## src/rtl/struct74_pkg.sv

```systemverilog
// Shared definitions for the struct74 parametrised parts library.
package struct74_pkg;

  // 3-bit function select shared by the struct74 registered parts
  typedef enum logic [2:0] {
    MODE_HOLD = 3'd0,
    MODE_SHR  = 3'd1,
    MODE_SHL  = 3'd2,
    MODE_LOAD = 3'd3,
    MODE_INC  = 3'd4,
    MODE_DEC  = 3'd5,
    MODE_ROR  = 3'd6,
    MODE_ROL  = 3'd7
  } mode_t;

endpackage

```

## src/rtl/usr_next.sv

```systemverilog
// Next-state and terminal-count logic for the universal shift/count register.
module usr_next
  import struct74_pkg::*;
#(
  parameter int unsigned WIDTH = 8
) (
  input  logic [2:0]       mode,
  input  logic             en,
  input  logic             clr_n,
  input  logic [WIDTH-1:0] q,
  input  logic [WIDTH-1:0] d,
  input  logic             sin_r,
  input  logic             sin_l,
  output logic [WIDTH-1:0] q_next,
  output logic             tc
);

  mode_t m;
  assign m = mode_t'(mode);

  // Clear beats enable, enable beats the mode function
  always_comb begin
    q_next = q;
    if (!clr_n) begin
      q_next = '0;
    end else if (en) begin
      case (m)
        MODE_HOLD: q_next = q;
        MODE_SHR:  q_next = {sin_r, q[WIDTH-1:1]};
        MODE_SHL:  q_next = {q[WIDTH-2:0], sin_l};
        MODE_LOAD: q_next = d;
        MODE_INC:  q_next = q + 1'b1;
        MODE_DEC:  q_next = q - 1'b1;
        MODE_ROR:  q_next = {q[0], q[WIDTH-1:1]};
        MODE_ROL:  q_next = {q[WIDTH-2:0], q[WIDTH-1]};
        default:   q_next = q;
      endcase
    end
  end

  // Ripple-carry style terminal count for cascading the next stage
  always_comb begin
    tc = 1'b0;
    if (en) begin
      if ((m == MODE_INC) && (q == '1)) tc = 1'b1;
      if ((m == MODE_DEC) && (q == '0)) tc = 1'b1;
    end
  end

endmodule

```

## src/rtl/univ_shiftreg.sv

```systemverilog
// WIDTH-bit universal shift/count register (74194 + 74163 generalisation).
module univ_shiftreg
  import struct74_pkg::*;
#(
  parameter int unsigned     WIDTH     = 8,
  parameter logic [WIDTH-1:0] RESET_VAL = '0
) (
  input  logic             clk,
  input  logic             rst_n,
  input  logic             clr_n,
  input  logic             en,
  input  logic [2:0]       mode,
  input  logic [WIDTH-1:0] d,
  input  logic             sin_r,
  input  logic             sin_l,
  output logic [WIDTH-1:0] q,
  output logic             sout_r,
  output logic             sout_l,
  output logic             tc
);

  logic [WIDTH-1:0] q_next;

  usr_next #(.WIDTH(WIDTH)) u_next (
    .mode   (mode),
    .en     (en),
    .clr_n  (clr_n),
    .q      (q),
    .d      (d),
    .sin_r  (sin_r),
    .sin_l  (sin_l),
    .q_next (q_next),
    .tc     (tc)
  );

  // The register itself; asynchronous reset to RESET_VAL
  always_ff @(posedge clk or negedge rst_n) begin
    if (!rst_n) q <= RESET_VAL;
    else        q <= q_next;
  end

  assign sout_r = q[0];
  assign sout_l = q[WIDTH-1];

endmodule
```

## config.mk

```make
export PLATFORM = sky130hd
export DESIGN_NAME = univ_shiftreg
export DESIGN_NICKNAME = d
export VERILOG_FILES = /design/src/rtl/struct74_pkg.sv /design/src/rtl/usr_next.sv /design/src/rtl/univ_shiftreg.sv
export SDC_FILE = /design/constraint.sdc
export NUM_CORES = 1
export LEC_CHECK = 0
export ABC_AREA = 1
export CAP_MARGIN = 20
export CORE_MARGIN = 4
export CORE_UTILIZATION = 48
export CTS_CLUSTER_SIZE = 20
export DETAILED_ROUTE_END_ITERATION = 6
export PLACE_DENSITY = 0.79
export RECOVER_POWER = 25
export SETUP_SLACK_MARGIN = 0.05
export SYNTH_ARGS = -nofsm -noshare
export SYNTH_HDL_FRONTEND = slang
export SYNTH_SLANG_ARGS = --single-unit
```

## constraint.sdc

```tcl
create_clock -name clk -period 1.95 [get_ports clk]
set_clock_uncertainty 0.1 [all_clocks]
set_input_delay 0.39 -clock clk [delete_from_list [all_inputs] [get_ports clk]]
set_output_delay 0.39 -clock clk [all_outputs]
set_load 0.02 [all_outputs]
```

# --- Word level (Yosys, flattened, before mapping) ---
# Cells that the tools add are included.
totals:
  input_bits: 17
  register_bits: 8
classes:
  mux: 6
  eq_ne: 10
  add_sub_neg: 2
  n_reduce_logical: 5
ops:
  columns: ["cell", "n"]
  rows:
  - ["$pmux 8 s7", 1]
  - ["$mux 8", 2]
  - ["$eq 3x3->1 const B", 4]
  - ["$add 8x1->8 const B", 1]
  - ["$eq 8x8->1 const B", 1]
  - ["$logic_not 8->1", 1]
  - ["$sub 8x1->8 const B", 1]
  - ["$eq 3x2->1 const B", 2]
  - ["$eq 3x1->1 const B", 1]
  - ["$logic_not 3->1", 1]
  - ["$mux 1", 3]
  - ["$logic_and 1x1->1", 2]
  - ["$ne 2x1->1 const B", 1]
  - ["$ne 2x2->1 const B", 1]
  - ["$reduce_and 2->1", 1]

# --- Logic depth before layout (Yosys ltp) ---
# Gate-level depths: netlist of the first run.
depth:
  depth_word: 5
  mapped_depth: 12

# --- Cells and area by module ---
# Synthesis of the first run repeated with hierarchy kept, for this count alone.
unflattened:
  hier_cells: 154
  hier_area_um2: 943.4
modules_own_cells:
  columns: ["module", "cells_per_inst", "seq_area_each_um2", "instances", "area_per_inst_um2"]
  rows:
  - ["usr_next", 144, 0.0, 1, 728.2]
  - ["univ_shiftreg", 10, 200.2, 1, 215.2]

# --- Worst setup path after synthesis of the first run ---
# Ideal clock, no wire load.
synth_path:
  path_kind: "input -> register"
  start: "in mode[1]"
  end: "reg q[3]"
  t_arrival_ns: 1.739
  n_path_buf: 1
  setup_slack_ns: -0.006
  path_stages: 10
  cell_sequence: "buf_4 -> nor2_4 -> ha_1 -> nand3_1 -> nand3_1 -> or2_2 -> nand3_1 -> nand3_1 -> nand2_1 -> nand2_1"
synth_between:
  elab_chain_cells: 4
  word_cells_on_any_way: 13
synth_rtl:
  columns: ["item", "line_no", "text"]
  rows:
  - ["start: declaration", "univ_shiftreg.sv:12", "input logic [2:0] mode,"]
  - ["$eq 3x3->1 (tied with other cells)", "usr_next.sv:27", "case (m)"]
  - ["$pmux 8 s7", "usr_next.sv:27", null]
  - ["$mux 8", "usr_next.sv:26", "end else if (en) begin"]
  - ["$mux 8", "usr_next.sv:24", "if (!clr_n) begin"]
  - ["end signal: assignment", "univ_shiftreg.sv:39", "else q <= q_next;"]
  - ["end: declaration", "univ_shiftreg.sv:16", "output logic [WIDTH-1:0] q,"]
# Several ways; a longest one is shown, not always the timed one. The select of a mux whose other input is x is not followed.
# A chain may end at the register's enable or synchronous reset.

# --- Worst setup path after layout of the first run ---
layout_path:
  start: "reg q[5]"
  end: "out tc"
layout_between:
  elab_chain_cells: 5
  word_cells_on_any_way: 7
layout_rtl:
  columns: ["item", "line_no", "text"]
  rows:
  - ["$eq 8x8->1", "usr_next.sv:45", "if ((m == MODE_INC) && (q == '1)) tc = 1'b1;"]
  - ["$logic_and 1x1->1", "usr_next.sv:45", null]
  - ["$mux 1", "usr_next.sv:45", null]
  - ["$mux 1 *", "usr_next.sv:46", "if ((m == MODE_DEC) && (q == '0)) tc = 1'b1;"]
  - ["$mux 1 *", "usr_next.sv:44", "if (en) begin"]
  - ["end: declaration", "univ_shiftreg.sv:19", "output logic tc"]
# Every way passes the cells marked *; elsewhere a longest branch is shown, timed or not.

==> metrics.md, run 1 <==
| Metric | Value |
|---|---|
| Run status | completed |
| IO Port Bufs | 27 |
| Global-route wire length before repair | 5.934 mm |
| Largest net degree at the start of global routing | 9 |
| Max reg flops | 8 |
| Register area share after synthesis | 19.05% |
| Most common flop cell mapped by yosys | dfrtp_1 |
| Crit path time final | 1.893 ns |
| Post-layout util | 84.47% |
| Remaining Overflow, GRT | 0 |
| Hpwl dp | 2.778 mm |
| Worst endpoint data arrival time | 1.40 ns |
| VDD IR max | 0.4369 mV |
| Type of destination of the critical path | output port |
| Dpl ws | -0.6021 ns |
| Cell Area, Synth | 1051 um^2 |
| Post-Layout Cell Count | 256 |
| Actual slew at the worst max-slew pin | 0.3541 ns |
| TritonRoute pass-1 iters | 5 |
| Starting density of the core | 51.98% |
| Unrepaired setup endpoints after global routing | true |
| Area Growth Syn to Fin | 62.50% |
| Max-cap violations | 0 |
| Root Driver | clkbuf_4 |
| Top Ports | 28 |
| Antenna Violating Nets Remaining | 0 |
| Data required time at the worst endpoint | 1.46 ns |
| Total track usage | 27.77% |
| Clk_lat worst skew | 0.26 ns |
| NetSw | 0.2055 mW |
| Chip height | 54.80 um |
| Syn_nets | 191 |
| Syn avg cell area | 6.293 um^2 |
| Initial antenna violation count | 0 |
| Area of the core | 2022 um^2 |
| Most common cell after layout, fill and taps aside | nand2_1 |
| Critical path class | reg -> out |
| Register with the most flip-flops | q |
| Gate power share | 46.8% |
| DIE WIDTH | 54.80 um |
| Final setup viols | 0 |
| Fin crit share | 97.05% |
| Die area | 3002 um^2 |
| Clock group share of total power | 21.7% |
| Antenna cell count | 0 |
| Final Max Tran Viols | 0 |
| Placed Cells | 245 |
| FF+latch count, synth | 8 |
| Highest Clock Rate | 0.5284 GHz |
| Final Hold Fails | 0 |
| Post-layout nets | 255 |
| Via count | 1428 |
| Vias in the first global route | 1368 |
| CTS Hold Bufs | 0 |
| WL final | 4.041 mm |
| Internal | 0.3746 mW |
| CP Max Fanout | 2 |
| Relative slew margins | 76.32% |
| # clock sinks | 8 |
| Mapped Cells | 167 |
| WL/cell | 15.79 um |
| Post-synth EDFFs | 0 |
| Final worst slack | 0.05746 ns |
| HP Class | in -> async |
| Largest regs | q (8) |
| Flop pwr share | 31.5% |
| DR vias/cell | 5.578 |
| Critical path startpoint category | register |
| Cell variety after synth | 28 |
| Row count | 16 |
| Remaining DRCs | 0 |
| Fin area | 1708 um^2 |
| Clock buffer count from CTS | 3 |
| CTS tree | done |
| R2R Setup Slk | 0.09 ns |
| Clock Tree Buf Depth | 2 |
| Power per Cell Area | 339.7 nW/um^2 |
| Hold WS | 0.3722 ns |
| Sw frac | 35.43% |
| Worst-path clk slew | 0.05 ns |
| H-Tree Depth | 1 |
| Leak Pwr | 0.9965 nW |
| DRT iter0 DRCs | 64 |
| Asr flop ratio synth | 100.0% |
| Most frequent cells in the layout | nand2_1 (59), buf_4 (32), inv_1 (14) |
| Placed inst area | 1535 um^2 |
| Routability cong. | 0.9074 |
| Layout cells sized above 1 | 36.24% |
| Ys Warns | 0 |
==> layout make-up <==
cell class                 instances  area [um^2]
timing repair buffer              62        541.8
inverter                          22        83.83
clock buffer                       3        22.52
multi-input combinational        134        824.5
fill                             121        314.1
sequential                         8        201.4
tap                               27        33.78
==> what timing repair did <==
item / 4_1_cts / 5_1_grt
setup endpoints to repair: 11 / 14
endpoints found under the hold margin: 0 / 0
pin swaps: 3 / 9
gates resized for setup: 26 / 22
buffers inserted: 3 / 5
==> critical path, stage by stage (launching register included) <==
cell and delay (ns):
dfrtp_1 0.40, nor4_2 0.30, nand4_1 0.11, a21boi_1 0.17, buf_4 0.16
==> metrics by stage <==
stage	total power, mW	setup TNS, ns
after floorplan	0.3029	0
after global placement	0.4201	-3.663
after detailed placement	0.4260	-4.048
after CTS	0.5610	0
after global routing	0.6157	-0.1263
final	0.5801	0
==> final timing paths <==
kind,from,endpoint,cells past startpoint
min,rst_n,q[1],1
min reg2reg,q[7],q[7],3
max,q[5],tc,4
max in group asynchronous,rst_n,q[7],1
min in group clk,q[7],q[7],3
max reg2reg,q[1],q[4],9
==> power groups by stage <==
stage / Sequential [mW] / Clock, mW / Combinational, mW
finish: 0.183 / 0.126 / 0.271
global route: 0.183 / 0.142 / 0.291
detailed placement: 0.183 / 0 / 0.242
floorplan: 0.197 / 0 / 0.106
global placement: 0.183 / 0 / 0.237
CTS: 0.181 / 0.129 / 0.251
==> Yosys cell counts (all sizes together), types with 2 or more instances <==
cell type / count / share of area, %
nand2: 68 / 27
nand3: 23 / 14
inv: 21 / 7.5
dfrtp: 8 / 19
nand4: 8 / 4.8
a21oi: 7 / 3.7
ha: 6 / 7.1
nor2: 5 / 2.5
o21ai: 4 / 2.3
buf: 3 / 2.1
or2: 3 / 1.8
a22oi: 2 / 1.4
==> per-layer routing <==
layer,track usage [%],wire length [um]
met1,31.29,1536
met2,50.98,2086
met3,4.087,265
met4,11.62,153
met5,0,0
==> kinds of logic (layout without fill, tap and decap cells) <==
group,Yosys count,after routing,synth area share (%)
AO/OA/AOI/OAI,16,16,9.405
flip-flops,8,8,19.05
AND/OR/NAND/NOR,111,111,52.38
buffers and inverters,25,87,10.12
adder cells (fa/ha/maj),7,7,9.048
No activity file was read; power rests on OpenSTA's default activity.
==> run 2: changes to the inputs <==
--- a/config.mk
+++ b/config.mk
@@ -13,7 +13,6 @@
 export DETAILED_ROUTE_END_ITERATION = 6
 export PLACE_DENSITY = 0.79
 export RECOVER_POWER = 25
-export SETUP_SLACK_MARGIN = 0.05
 export SYNTH_ARGS = -nofsm -noshare
 export SYNTH_HDL_FRONTEND = slang
 export SYNTH_SLANG_ARGS = --single-unit
==> run 2 against run 1 <==
Compared with the run above: worst setup slack worse by 0.017 ns; fmax is 0.88% lower; die area stayed put; clock power hardly changed; utilization is 0.68 points lower; largest cell class unchanged; worst hold slack better by 0.0056 ns; combinational power hardly changed; sequential share of layout area is 0.096 points higher; sequential cell count stayed put; routed wire length is 6.6% lower; sequential power hardly changed.
==> metrics.md, run 2 (synthesized netlist as in run 1, its figures left out) <==
| Metric | Value |
|---|---|
| Run status | completed |
| Post-layout nets | 254 (-0.39%) |
| WL/cell | 14.81 um (-6.2%) |
| Relative slew margins | 76.11% (-0.21 points) |
| Post-Layout Cell Count | 255 (-0.39%) |
| # clock sinks | 8 (unchanged) |
| Unrepaired setup endpoints after global routing | true |
| Layout cells sized above 1 | 37.72% (+1.5 points) |
| DIE WIDTH | 54.80 um (unchanged) |
| IO Port Bufs | 27 (unchanged) |
| Die area | 3002 um^2 (unchanged) |
| Max reg flops | 8 (unchanged) |
| Final setup viols | 0 (unchanged) |
| Remaining Overflow, GRT | 0 (unchanged) |
| Starting density of the core | 51.98% (unchanged) |
| Sw frac | 35.02% (-0.41 points) |
| Placed Cells | 245 (unchanged) |
| Total track usage | 27.04% (-0.74 points) |
| Flop pwr share | 31.7% (+0.2 points) |
| Setup TNS | 0 ns (unchanged) |
| Final Max Tran Viols | 0 (unchanged) |
| Chip height | 54.80 um (unchanged) |
| Type of destination of the critical path | output port |
| Critical path class | reg -> out |
| Vias in the first global route | 1320 (-3.5%) |
| CTS tree | done |
| Gate power share | 46.7% (about the same) |
| Highest Clock Rate | 0.5237 GHz (-0.88%) |
| Final Power | 0.5751 mW (-0.87%) |
| Top Ports | 28 (unchanged) |
| Max-cap violations | 0 (unchanged) |
| Fin crit share | 97.92% (+0.86 points) |
| Register area | 201.4 um^2 (unchanged) |
| Most common cell after layout, fill and taps aside | nand2_1 |
| Actual slew at the worst max-slew pin | 0.3572 ns (+0.003131 ns) |
| Clock Tree Buf Depth | 2 (unchanged) |
| Remaining DRCs | 0 (unchanged) |
| Worst-path clk slew | 0.05 ns (about the same) |
| Antenna cell count | 0 (unchanged) |
| Area of the multi-input gates | 820.8 um^2 (-0.46%) |
| Final worst slack | 0.04061 ns (-0.01685 ns) |
| Root Driver | clkbuf_4 |
| WL final | 3.776 mm (-6.6%) |
| Dpl ws | -0.6021 ns (unchanged) |
| Row count | 16 (unchanged) |
| CTS Hold Bufs | 0 (unchanged) |
| Global-route wire length before repair | 5.747 mm (-3.2%) |
| Clk_lat worst skew | 0.26 ns (about the same) |
| H-Tree Depth | 1 (unchanged) |
| Internal | 0.3737 mW (-0.23%) |
| CP Max Fanout | 4 (+2) |
| Clock group share of total power | 21.6% (about the same) |
| Antenna Violating Nets Remaining | 0 (unchanged) |
| Crit path time final | 1.909 ns (+0.01685 ns) |
| Area Growth Syn to Fin | 61.19% |
| Power per Cell Area | 339.5 nW/um^2 (about the same) |
| DRT iter0 DRCs | 45 (-30%) |
| DR vias/cell | 5.518 (-1.1%) |
| Most frequent cells in the layout | nand2_1 (58), buf_4 (33), clkdlybuf4s50_1 (18) |
| Largest net degree at the start of global routing | 9 (unchanged) |
| VDD IR max | 0.4357 mV (-0.30%) |
| TritonRoute pass-1 iters | 4 (-1) |
| Largest regs | q (8) |
| Register with the most flip-flops | q |
| Routability cong. | 0.9074 (unchanged) |
| Initial antenna violation count | 0 (unchanged) |
| Critical path startpoint category | register |
| Via count | 1407 (-1.5%) |
| NetSw | 0.2014 mW (-2.0%) |
| Final Hold Fails | 0 (unchanged) |
| Worst endpoint data arrival time | 1.42 ns (+0.02 ns) |
| Data required time at the worst endpoint | 1.46 ns (about the same) |
| Fill cells | 130 (+7.4%) |
| Leak Pwr | 0.9497 nW (-4.7%) |
| Area of the core | 2022 um^2 (unchanged) |
| Hpwl dp | 2.778 mm (unchanged) |
| HP Class | in -> async |
| Clock buffer count from CTS | 3 (unchanged) |
[run 2: changes by cell type in the layout (fill, tap and decap cells not counted), sizes merged]
cell           change
clkdlybuf4s50      +5
dlygate4sd2        -3
dlymetal6s2s       -2
buf                -2
clkdlybuf4s15      +1
[run 2: path summary, 6_finish.rpt]
check                       from  endpoint  slack [ns]  cells after the start
min in group clk            q[7]      q[7]        0.57                      3
min reg2reg                 q[7]      q[7]        0.57                      3
max                         q[0]      q[0]        0.04                      2
max in group asynchronous  rst_n      q[7]        1.09                      1
min                        rst_n      q[1]        0.38                      1
max reg2reg                 q[1]      q[4]        0.04                      9
[run 2: layer usage]
metal | track usage, % | part of all wire, % | vias to the layer above
li1 | - | - | 677
met1 | 31.13 | 40 | 664
met2 | 50.59 | 53 | 52
met3 | 3.270 | 4.2 | 14
met4 | 8.714 | 2.9 | 0
met5 | 0 | 0 | -
[run 2: per-stage QoR]
| stage | area [um^2] | hold slack [ns] | utilization, % |
|---|---|---|---|
| after floorplan | 1051 | -0.005591 | - |
| after global placement | 1535 | 0.5173 | 75.93 |
| after detailed placement | 1535 | 0.5333 | 75.93 |
| after CTS | 1610 | 0.3091 | 79.64 |
| after global routing | 1694 | 0.3883 | 83.79 |
| final | 1694 | 0.3778 | 83.79 |
[run 2: power groups by stage]
stage | clock [mW] | sequential [mW] | combinational (mW)
6_report | 0.124 | 0.182 | 0.269
5_1_grt | 0.142 | 0.182 | 0.289
4_1_cts | 0.129 | 0.181 | 0.249
3_5_place_dp | 0 | 0.183 | 0.242
3_3_place_gp | 0 | 0.183 | 0.237
2_1_floorplan | 0 | 0.197 | 0.106
[run 2: worst max-delay path, cell delays in order (launching register included)]
cell	delay, ns
dfrtp_1	0.41
buf_4	0.15
clkdlybuf4s50_1	0.61
[run 2: final cells by class]
type	count	share of cell area, %
multi-input combinational	134	48.45
timing repair buffer	61	31.39
sequential	8	11.89
inverter	22	4.948
tap	27	1.994
clock buffer	3	1.329
[run 2: repair_timing]
action / 4_1_cts / 5_1_grt
setup buffers: 3 / 4
setup endpoints to repair: 7 / 11
resized for setup: 19 / 22
pin swaps: 3 / 6
cloned: 0 / 0
endpoints found under the hold margin: 0 / 0
==> run 3: changes to the inputs <==
--- a/config.mk
+++ b/config.mk
@@ -8,11 +8,12 @@
 export ABC_AREA = 1
 export CAP_MARGIN = 20
 export CORE_MARGIN = 4
-export CORE_UTILIZATION = 48
+export CORE_UTILIZATION = 47
 export CTS_CLUSTER_SIZE = 20
 export DETAILED_ROUTE_END_ITERATION = 6
-export PLACE_DENSITY = 0.79
+export PLACE_DENSITY = 0.8
 export RECOVER_POWER = 25
 export SYNTH_ARGS = -nofsm -noshare
 export SYNTH_HDL_FRONTEND = slang
+export SYNTH_HIERARCHICAL = 1
 export SYNTH_SLANG_ARGS = --single-unit
==> run 3 against run 2 <==
Compared with the run above: non-clock buffer count up 9; the flow now finishes with violations (setup timing); clock power is 6% higher; combinational power increased by 39%; largest power group unchanged.
==> metrics.md, run 3 <==
| Metric | Value |
|---|---|
| Clock Tree Buf Depth | 2 (unchanged) |
| DR vias/cell | 6.134 (+11%) |
| R2R Setup Slk | 0.04 ns (about the same) |
| TritonRoute pass-1 iters | 6 (+2) |
| Cell Area, Synth | 943.4 um^2 (-10%) |
| Fin crit share | 104.0% (+6.1 points) |
| RR Startpoint | q[6] |
| Worst reg2reg path depth | 14 (+5) |
| WL/cell | 17.13 um (+16%) |
| Largest net degree at the start of global routing | 11 (+2) |
| Final Hold Fails | 0 (unchanged) |
| GR Util met1 | 35.94% (+4.8 points) |
| Placed Cells | 239 (-2.4%) |
| H-Tree Depth | 1 (unchanged) |
| Leak Pwr | 0.8112 nW (-15%) |
| Remaining Overflow, GRT | 0 (unchanged) |
| # clock sinks | 8 (unchanged) |
| Slowest stage delay, CP | 0.40 ns (-0.21 ns) |
| Post-Layout Cell Count | 247 (-3.1%) |
| Root Driver | clkbuf_4 |
| Syn avg cell area | 6.126 um^2 (-2.7%) |
| Fin area | 1605 um^2 (-5.2%) |
| Via count | 1515 (+7.7%) |
| GRT met3 Usage | 4.558% (+1.3 points) |
| Ys Warns | 6 (+6) |
| Remaining DRCs | 0 (unchanged) |
| Most common cell after layout, fill and taps aside | buf_4 |
| HP Class | in -> async |
| Register with the most flip-flops | q |
| Type of destination of the critical path | output port |
| Cell variety after synth | 30 (+7.1%) |
| Asr flop ratio synth | 100.0% (unchanged) |
| Largest family of logic cells by synthesized area | simple AND/OR/NAND/NOR gates |
| Register area share after synthesis | 21.22% (+2.2 points) |
| Starting density of the core | 51.82% (-0.16 points) |
| Synth Area in XOR/XNOR | 0.9284% (+0.93 points) |
| Chip height | 52.80 um (-3.6%) |
| Initial antenna violation count | 0 (unchanged) |
| Fill cells | 101 (-22%) |
| VDD IR max | 0.3969 mV (-8.9%) |
| Critical Path, Cell by Cell | inv_2 > nand4_1 > nor4_2 > o211a_1 > buf_6 |
| GRT busiest layer | met2 |
| IO Port Bufs | 27 (unchanged) |
| Most common flop cell mapped by yosys | dfrtp_1 |
| WL final | 4.232 mm (+12%) |
| CTS Hold Bufs | 0 (unchanged) |
| Clk_lat worst skew | 0.25 ns (about the same) |
| Adder-cell share of the synthesized area | 1.326% (-7.7 points) |
| Placed inst area | 1479 um^2 (-3.7%) |
| Post-synth top cells | nand2_1 (46), inv_1 (18), nand3_1 (16), a21oi_1 (13), o21ai_0 (10) |
| Global-route wire length before repair | 5.954 mm (+3.6%) |
| CTS tree | done |
| Largest regs | q (8) |
| Antenna cell count | 0 (unchanged) |
| Hpwl dp | 2.738 mm (-1.5%) |
| Simple-gate share of the synthesized area | 39.12% (-13 points) |
| Max reg flops | 8 (unchanged) |
| Power per Cell Area | 436.5 nW/um^2 (+29%) |
| Clock buffer count from CTS | 3 (unchanged) |
| FF+latch count, synth | 8 (unchanged) |
| Worst-path clk slew | 0.06 ns (about the same) |
| Met2 Use GR | 51.86% (+1.3 points) |
| Post-layout nets | 242 (-4.7%) |
| Actual slew at the worst max-slew pin | 0.4056 ns (+0.04838 ns) |
| Die area | 2788 um^2 (-7.1%) |
| Worst endpoint data arrival time | 1.54 ns (+0.12 ns) |
| Layout cells sized above 1 | 34.68% (-3.0 points) |
| Post-synth top area share | 21.22% (-0.92 points) |
| DRT iter0 DRCs | 97 (+120%) |
| Crit path time final | 2.029 ns (+0.1193 ns) |
| Post-layout util | 88.18% (+4.4 points) |
| Hold WS | 0.3979 ns (+0.02011 ns) |
| Data required time at the worst endpoint | 1.46 ns (about the same) |
| Area of the core | 1821 um^2 (-10%) |
| R2R Path End | q[7] |
| Top cells by area, synth | dfrtp_1 (21%), nand2_1 (18%), nand3_1 (8.5%) |
| Unrepaired setup endpoints after global routing | true |
| Critical path startpoint category | register |
| Final setup viols | 1 (+1) |
| CP Max Fanout | 4 (unchanged) |
| Final Max Tran Viols | 0 (unchanged) |
| Row count | 15 (-1) |
| Mux cell area share after synthesis | 0% (unchanged) |
| Dpl ws | -0.6450 ns (-0.04295 ns) |
| DIE WIDTH | 52.80 um (-3.6%) |
| Highest Clock Rate | 0.4929 GHz (-5.9%) |
| Post-synth EDFFs | 0 (unchanged) |
| Violated checks | setup timing |
| Complex-gate fraction of the synthesized area | 23.61% (+14 points) |
| Yosys top cell by area | dfrtp_1 |
| Final worst slack | -0.07866 ns (-0.1193 ns) |
| Syn_nets | 172 (-9.9%) |
| Relative slew margins | 72.87% (-3.2 points) |
| Antenna Violating Nets Remaining | 0 (unchanged) |
| Worst path slowest cell | dfrtp_1 |
| Max-cap violations | 0 (unchanged) |
| Run status | finished with violations |
| Area Growth Syn to Fin | 70.16% |
| Critical path class | reg -> out |
| Vias in the first global route | 1381 (+4.6%) |
| Most frequent cells in the layout | buf_4 (43), nand2_1 (42), clkdlybuf4s50_1 (20) |
| Mapped Cells | 154 (-7.8%) |
| Total track usage | 28.91% (+1.9 points) |
| Routability cong. | 0.9756 (+7.5%) |
| Count leader, synth | nand2_1 |
| Top Ports | 28 (unchanged) |
## run 3: changes by cell type after synthesis, moves of 3 or more
cell      previous run  this run
nand3_2              6         0
inv_1               14        18
a21oi_1              6        13
o21ai_0              0        10
or2_2                3         0
ha_1                 6         1
inv_2                7         3
nand2_2              4         1
o21ai_1              3         0
nand2_1             62        46
a221oi_1             0         4
## run 3: kinds of logic after synthesis
| group | count (synthesis) |
|---|---|
| flops | 8 |
| xor+xnor | 1 |
| compound gates | 36 |
| fa+ha+maj | 1 |
| simple gates | 82 |
| buf+inv | 26 |
## run 3: worst max-delay path by stage
| stage | startpoint | end | slack, ns | depth (start not counted) |
|---|---|---|---|---|
| global placement | mode[0] | tc | -0.64 | 7 |
| floorplan | mode[0] | q[6] | 0.10 | 14 |
| global route | q[5] | tc | -0.12 | 5 |
| detailed placement | mode[0] | tc | -0.65 | 7 |
| CTS | q[5] | tc | 0.0006 | 5 |
| finish | q[2] | tc | -0.08 | 5 |
## run 3: layout make-up
cell class	count	area (um^2)	share of cell area [%]
Inverter	21	78.83	4.910
Timing Repair Buffer	70	584.3	36.40
Tap cell	25	31.28	1.949
Multi-Input combinational cell	120	686.9	42.79
Clock buffer	3	22.52	1.403
Sequential cell	8	201.4	12.55
## run 3: worst max-delay path, delay by kind of cell (launching register included)
kind	cells	cell delay, ns
compound gates	1	0.19
simple gates	2	0.49
buf+inv	2	0.19
flops	1	0.40
## run 3: per-stage QoR
step                TNS (ns)  power (mW)
floorplan                  0      0.3508
global placement      -3.084      0.5169
detailed placement    -3.494      0.5257
CTS                        0      0.6597
global route         -0.1670      0.7360
finish              -0.07866      0.7008
## run 3: per-layer routing
| metal | wire length (um) | vias to the layer above |
|---|---|---|
| met5 | 0 | - |
| met4 | 163 | 0 |
| met3 | 486 | 22 |
| met2 | 2047 | 127 |
| met1 | 1534 | 696 |
| li1 | - | 670 |
## run 3: power breakdown
part	internal, mW	switching [mW]
logic	0.174	0.201
clock network	0.0708	0.0614
registers	0.179	0.0147
total	0.423	0.277
## run 3: repair_timing
action / 4_1_cts / 5_1_grt
resized for setup: 16 / 25
pin swaps: 3 / 8
hold endpoints to repair: 0 / 0
endpoints found under the setup margin: 8 / 7
buffers inserted: 4 / 1
